`src/rtl/cpu_run_ctrl.sv`:
```
// Host-side run controller: loads instruction/data memory through the CPU's
// external ports, runs the CPU for a set number of cycles, then streams a data window back.
module cpu_run_ctrl #(
    parameter int RUN_W = 16
) (
    input  logic             clk,
    input  logic             arst_n,
    input  logic             start,
    input  logic             abort,
    input  logic [8:0]       imem_len,
    input  logic [9:0]       dmem_len,
    input  logic [RUN_W-1:0] run_cycles,
    input  logic [9:0]       dump_len,
    input  logic             ld_valid,
    output logic             ld_ready,
    input  logic [63:0]      ld_data,
    output logic             dump_valid,
    input  logic             dump_ready,
    output logic [63:0]      dump_data,
    output logic             cpu_enable,
    output logic [63:0]      addr_ext,
    output logic             wen_ext,
    output logic             ren_ext,
    output logic [31:0]      wdata_ext,
    output logic [63:0]      addr_ext_2,
    output logic             wen_ext_2,
    output logic             ren_ext_2,
    output logic [63:0]      wdata_ext_2,
    input  logic [63:0]      rdata_ext_2,
    output logic             busy,
    output logic             done
);

    localparam logic [2:0] S_IDLE     = 3'd0;
    localparam logic [2:0] S_LOAD_I   = 3'd1;
    localparam logic [2:0] S_LOAD_D   = 3'd2;
    localparam logic [2:0] S_RUN      = 3'd3;
    localparam logic [2:0] S_DUMP_RD  = 3'd4;
    localparam logic [2:0] S_DUMP_CAP = 3'd5;
    localparam logic [2:0] S_DUMP_OUT = 3'd6;
    localparam logic [2:0] S_DONE     = 3'd7;

    localparam logic [RUN_W-1:0] RUN_ONE = {{(RUN_W-1){1'b0}}, 1'b1};
    localparam logic [9:0]       IDX_ONE = 10'd1;

    logic [2:0]       state_q, state_d;
    logic [9:0]       idx_q, idx_d;
    logic [RUN_W-1:0] cnt_q, cnt_d;
    logic [8:0]       imem_len_q, imem_len_d;
    logic [9:0]       dmem_len_q, dmem_len_d;
    logic [RUN_W-1:0] run_q, run_d;
    logic [9:0]       dump_len_q, dump_len_d;
    logic             cpu_enable_q, cpu_enable_d;
    logic             wen_ext_q, wen_ext_d;
    logic [63:0]      addr_ext_q, addr_ext_d;
    logic [31:0]      wdata_ext_q, wdata_ext_d;
    logic             wen_ext_2_q, wen_ext_2_d;
    logic             ren_ext_2_q, ren_ext_2_d;
    logic [63:0]      addr_ext_2_q, addr_ext_2_d;
    logic [63:0]      wdata_ext_2_q, wdata_ext_2_d;
    logic             dump_valid_q, dump_valid_d;
    logic [63:0]      dump_data_q, dump_data_d;
    logic             beat;

    // Stage order is fixed; this picks the first later stage that has work to do.
    function automatic logic [2:0] stage_after(input logic [2:0] cur, input logic i_nz,
                                               input logic d_nz, input logic r_nz,
                                               input logic u_nz);
        if (cur < S_LOAD_I && i_nz)       return S_LOAD_I;
        else if (cur < S_LOAD_D && d_nz)  return S_LOAD_D;
        else if (cur < S_RUN && r_nz)     return S_RUN;
        else if (cur < S_DUMP_RD && u_nz) return S_DUMP_RD;
        else                              return S_DONE;
    endfunction

    assign ld_ready = (state_q == S_LOAD_I) || (state_q == S_LOAD_D);
    assign busy     = (state_q != S_IDLE);
    assign done     = (state_q == S_DONE);
    assign beat     = ld_valid && ld_ready;

    always_comb begin
        state_d       = state_q;
        idx_d         = idx_q;
        cnt_d         = cnt_q;
        imem_len_d    = imem_len_q;
        dmem_len_d    = dmem_len_q;
        run_d         = run_q;
        dump_len_d    = dump_len_q;
        wen_ext_d     = 1'b0;
        addr_ext_d    = addr_ext_q;
        wdata_ext_d   = wdata_ext_q;
        wen_ext_2_d   = 1'b0;
        addr_ext_2_d  = addr_ext_2_q;
        wdata_ext_2_d = wdata_ext_2_q;
        dump_data_d   = dump_data_q;

        case (state_q)
            S_IDLE: begin
                if (start) begin
                    imem_len_d = imem_len;
                    dmem_len_d = dmem_len;
                    run_d      = run_cycles;
                    dump_len_d = dump_len;
                    state_d    = stage_after(S_IDLE, |imem_len, |dmem_len,
                                             |run_cycles, |dump_len);
                end
            end
            S_LOAD_I: begin
                if (beat) begin
                    wen_ext_d   = 1'b1;
                    addr_ext_d  = {52'd0, idx_q, 2'b00};
                    wdata_ext_d = ld_data[31:0];
                    if (idx_q == {1'b0, imem_len_q} - IDX_ONE) begin
                        idx_d   = 10'd0;
                        state_d = stage_after(S_LOAD_I, 1'b0, |dmem_len_q, |run_q, |dump_len_q);
                    end else begin
                        idx_d = idx_q + IDX_ONE;
                    end
                end
            end
            S_LOAD_D: begin
                if (beat) begin
                    wen_ext_2_d   = 1'b1;
                    addr_ext_2_d  = {51'd0, idx_q, 3'b000};
                    wdata_ext_2_d = ld_data;
                    if (idx_q == dmem_len_q - IDX_ONE) begin
                        idx_d   = 10'd0;
                        state_d = stage_after(S_LOAD_D, 1'b0, 1'b0, |run_q, |dump_len_q);
                    end else begin
                        idx_d = idx_q + IDX_ONE;
                    end
                end
            end
            S_RUN: begin
                // Only enabled cycles count, so a trailing load write delays the run without shortening it.
                if (cpu_enable_q) begin
                    if (cnt_q == run_q - RUN_ONE) begin
                        cnt_d   = '0;
                        state_d = stage_after(S_RUN, 1'b0, 1'b0, 1'b0, |dump_len_q);
                    end else begin
                        cnt_d = cnt_q + RUN_ONE;
                    end
                end
            end
            S_DUMP_RD: begin
                if (ren_ext_2_q) state_d = S_DUMP_CAP;
            end
            S_DUMP_CAP: begin
                dump_data_d = rdata_ext_2;
                state_d     = S_DUMP_OUT;
            end
            S_DUMP_OUT: begin
                if (dump_ready) begin
                    if (idx_q == dump_len_q - IDX_ONE) begin
                        idx_d   = 10'd0;
                        state_d = S_DONE;
                    end else begin
                        idx_d   = idx_q + IDX_ONE;
                        state_d = S_DUMP_RD;
                    end
                end
            end
            S_DONE:  state_d = S_IDLE;
            default: state_d = S_IDLE;
        endcase

        if (abort) begin
            state_d     = S_IDLE;
            idx_d       = 10'd0;
            cnt_d       = '0;
            wen_ext_d   = 1'b0;
            wen_ext_2_d = 1'b0;
        end

        // Strobes are issued only when no memory write is pending, keeping them exclusive with enable.
        ren_ext_2_d = (state_d == S_DUMP_RD) && !wen_ext_2_d;
        if (ren_ext_2_d) addr_ext_2_d = {51'd0, idx_d, 3'b000};
        cpu_enable_d = (state_d == S_RUN) && !wen_ext_d && !wen_ext_2_d;
        dump_valid_d = (state_d == S_DUMP_OUT);
    end

    always_ff @(posedge clk or negedge arst_n) begin
        if (!arst_n) begin
            state_q       <= S_IDLE;
            idx_q         <= '0;
            cnt_q         <= '0;
            imem_len_q    <= '0;
            dmem_len_q    <= '0;
            run_q         <= '0;
            dump_len_q    <= '0;
            cpu_enable_q  <= 1'b0;
            wen_ext_q     <= 1'b0;
            addr_ext_q    <= '0;
            wdata_ext_q   <= '0;
            wen_ext_2_q   <= 1'b0;
            ren_ext_2_q   <= 1'b0;
            addr_ext_2_q  <= '0;
            wdata_ext_2_q <= '0;
            dump_valid_q  <= 1'b0;
            dump_data_q   <= '0;
        end else begin
            state_q       <= state_d;
            idx_q         <= idx_d;
            cnt_q         <= cnt_d;
            imem_len_q    <= imem_len_d;
            dmem_len_q    <= dmem_len_d;
            run_q         <= run_d;
            dump_len_q    <= dump_len_d;
            cpu_enable_q  <= cpu_enable_d;
            wen_ext_q     <= wen_ext_d;
            addr_ext_q    <= addr_ext_d;
            wdata_ext_q   <= wdata_ext_d;
            wen_ext_2_q   <= wen_ext_2_d;
            ren_ext_2_q   <= ren_ext_2_d;
            addr_ext_2_q  <= addr_ext_2_d;
            wdata_ext_2_q <= wdata_ext_2_d;
            dump_valid_q  <= dump_valid_d;
            dump_data_q   <= dump_data_d;
        end
    end

    assign cpu_enable  = cpu_enable_q;
    assign wen_ext     = wen_ext_q;
    assign ren_ext     = 1'b0;
    assign addr_ext    = addr_ext_q;
    assign wdata_ext   = wdata_ext_q;
    assign wen_ext_2   = wen_ext_2_q;
    assign ren_ext_2   = ren_ext_2_q;
    assign addr_ext_2  = addr_ext_2_q;
    assign wdata_ext_2 = wdata_ext_2_q;
    assign dump_valid  = dump_valid_q;
    assign dump_data   = dump_data_q;

endmodule

```
`config.mk`:
```
export PLATFORM = sky130hd
export DESIGN_NAME = cpu_run_ctrl
export DESIGN_NICKNAME = d
export VERILOG_FILES = /design/src/rtl/cpu_run_ctrl.sv
export SDC_FILE = /design/constraint.sdc
export NUM_CORES = 1
export LEC_CHECK = 0
export BUFFER_PORTS_ARGS = -buffer_cell sky130_fd_sc_hd__buf_2
export CORE_AREA = 3 3 185 187
export CTS_CLUSTER_DIAMETER = 30
export CTS_CLUSTER_SIZE = 10
export DETAILED_ROUTE_END_ITERATION = 10
export DIE_AREA = 0 0 188 190
export PLACE_DENSITY = 0.67
export SLEW_MARGIN = 10
export SYNTH_ARGS = -nofsm -noshare
export SYNTH_HDL_FRONTEND = slang
export SYNTH_SLANG_ARGS = --single-unit
```
`constraint.sdc`:
```
create_clock -name clk -period 3.9 [get_ports clk]
set_input_delay 0.39 -clock clk [delete_from_list [all_inputs] [get_ports clk]]
set_output_delay 0.39 -clock clk [all_outputs]
set_load 0.01 [all_outputs]
```
==> metrics.txt <==
die area=0.0357 mm^2; clk_lat worst skew=0.61 ns; Layout area overhead=41.0%; area leader, netlist=dfrtp_1; synthesized area=0.0130 mm^2; DRC Markers=0; Syn Inst Count=1276; status=completed; top post-synthesis cells by area=dfrtp_1 (50%), mux2_2 (12%), nand2_1 (7.5%), buf_4 (6.3%), xnor2_1 (2.0%); H-tree depth=2; core box area=0.0326 mm^2; Final HPWL DP=28500 um; required time worst endpoint=4.37 ns; most instantiated cells after synthesis=dfrtp_1 (259), nand2_1 (259), mux2_2 (141); CTS buffer count=58; GPL Wtd Cong=0.893; Max IR drop VDD=0.534 mV; vias in the first global route=11900; # Max-Cap Violations=0; clk_skew=0.0358 ns; Starting Density=39.9%; Leak=9.13 nW; largest net degree at the start of global routing=122; Final Max Tran Viols=0; number of placed I/O pins=476; Die Wd=188 um; FF+latch count, synth=259; first-pass GRT wire length=64900 um; Mean Syn Cell Area=10.2 um^2; Initial DRC Count=542; Synth Warn #=0; ys async rst share=100%; Detailed Routing Iterations Pass 1=5; crit path DAT=4.17 ns; TritonCTS clock tree=done; Fin. Hold Viols=0; Slew Limit Headroom=26.3%; Fmax achieved=270 MHz; Clock Tree Buf Depth=3; FP Rows=66; vias per inst=5.06; die height=190 um; Top FF cell, synth=dfrtp_1; Final Util=56.3%; CTS Sinks=259; CTS clk-pin slew, worst paths=0.05 ns; antenna violations before repair=1; share of cells above drive strength 1=36.3%; IO buf count=366; Worst-Margin Slew=1.11 ns; minimum clock period=3.70 ns; RSZ-0062 raised after global routing=false; critical path startpoint category=flop; EDFF count, synth=0; gr ovfl total=0; Seq/Total Area, Yosys=49.8%; final setup fails=0; placed cell count=2040; path type of the worst setup path=flop to flop; setup TNS=0 ns; fin crit share=94.9%; non-filler cells, final=2263; Crit Path Max Fanout=14; average wire per standard cell=18.6 um; Root Buffer=clkbuf_16; Total GRT Usage=22.8%; Nets=1956; DR vias=11400; Antenna Nets Post-Route=0; Hold Path Class=primary input to flop; Netlist cell types=76; CP Capture Type=flop; Power Dens Cells=806 mW/mm^2; Synth top area share=49.8%; final WL=42100 um
-- stage by stage --
| stage | power (mW) | area (um^2) | setup slack [ns] | hold WS [ns] |
|---|---|---|---|---|
| 3_5_place_dp | 9.03 | 14900 | 0.0640 | 0.458 |
| 3_3_place_gp | 8.90 | 14900 | 0.153 | 0.453 |
| 4_1_cts | 14.8 | 18300 | 0.108 | 0.0000830 |
| 5_1_grt | 15.6 | 18400 | 0.0241 | 0.0140 |
| 2_1_floorplan | 7.32 | 13400 | 0.458 | 0.0944 |
| 6_report | 14.8 | 18400 | 0.198 | 0.0368 |
-- cells by family (layout without fill, tap and decap cells) --
logic type      count (synthesis)  count (layout)  share of synthesized area, %
compound gates                142             142                          7.54
xor+xnor                       51              51                          3.43
fa+ha+maj                       7               7                         0.672
buf+inv                       190             625                          8.77
flops                         259             259                          49.8
mux                           144             144                          12.4
other cells                     1             111                        0.0288
simple gates                  482             482                          17.4
-- worst paths after layout --
path                                   end            start  cells past startpoint  slack (ns)
hold / removal               dump_data[45]  rdata_ext_2[45]                      2        0.04
setup / recovery            addr_ext_2[11]    dump_len_q[2]                     12        0.20
hold reg to reg            wdata_ext_2[41]  wdata_ext_2[41]                      2        0.47
max in group asynchronous  wdata_ext_2[41]           arst_n                      3        2.50
setup reg to reg            addr_ext_2[11]    dump_len_q[2]                     12        0.20
min in group asynchronous    wdata_ext[16]           arst_n                      2        0.47
-- report_power, final --
part	switching, mW	total (mW)	leakage [nW]	internal [mW]
Sequential	0.876	4.63	3.27	3.75
Combinational	2.52	4.63	4.78	2.11
Clock	1.65	5.55	1.08	3.90
-- cell usage in the layout, fill, tap and decap left out, types with 17 or more instances in the layout --
| cell | netlist | layout |
|---|---|---|
| and3_1 | 26 | 26 |
| buf_2 | 4 | 365 |
| buf_4 | 109 | 18 |
| clkbuf_16 | 0 | 58 |
| conb_1 | 1 | 109 |
| dfrtp_1 | 259 | 259 |
| dlygate4sd3_1 | 0 | 111 |
| inv_1 | 17 | 17 |
| mux2_2 | 141 | 141 |
| nand2_1 | 259 | 256 |
| nand3_1 | 37 | 37 |
| nor2_1 | 48 | 47 |
| nor3_1 | 18 | 18 |
| o21ai_0 | 52 | 52 |
| xnor2_1 | 30 | 30 |
| xor2_1 | 21 | 21 |
-- flip-flops by register name, indices dropped and copies added, names as in the netlist, 3 cells and up --
name         count
dump_data       64
wdata_ext_2     64
wdata_ext       32
cnt_q           16
run_q           16
addr_ext        10
addr_ext_2      10
dmem_len_q      10
dump_len_q      10
idx_q           10
imem_len_q       9
state_q          3
-- final cells by class --
| cell class | count | area (um^2) |
|---|---|---|
| inverters | 19 | 71.3 |
| diodes | 2 | 5.00 |
| clock inverters | 39 | 657 |
| repair buffers | 497 | 3130 |
| clock buffers | 70 | 1600 |
| multi-input cells | 935 | 5870 |
| flip-flops and latches | 259 | 6480 |
| well taps | 442 | 553 |
| fillers | 2761 | 14300 |
-- per-layer routing --
metal	part of all wire, %	vias up	track usage (%)
li1	-	5207	-
met4	4.3	0	11.5
met5	0	-	0
met2	50	549	39.6
met1	38	5591	26.4
met3	7.5	97	5.31
-- worst max-delay path: stages (launching register included) --
cell and delay [ns]:
dfrtp_1 0.46, or4_4 0.59, or4_1 0.42, o311ai_1 0.10, a211oi_1 0.13, or4b_4 0.59
and3_1 0.21, a211oi_1 0.21, o31ai_1 0.10, buf_4 0.19, inv_1 0.21, nor3_1 0.09
a311o_1 0.27
-- repair_timing --
action                     4_1_cts  5_1_grt
resized for setup                1        7
gates cloned                     0        0
buffers inserted                 0        1
hold buffers                   111        0
setup endpoints to repair        4        8
pin swaps                        0        1
hold endpoints to repair       235        0
Power figures use the tool's default switching activity.
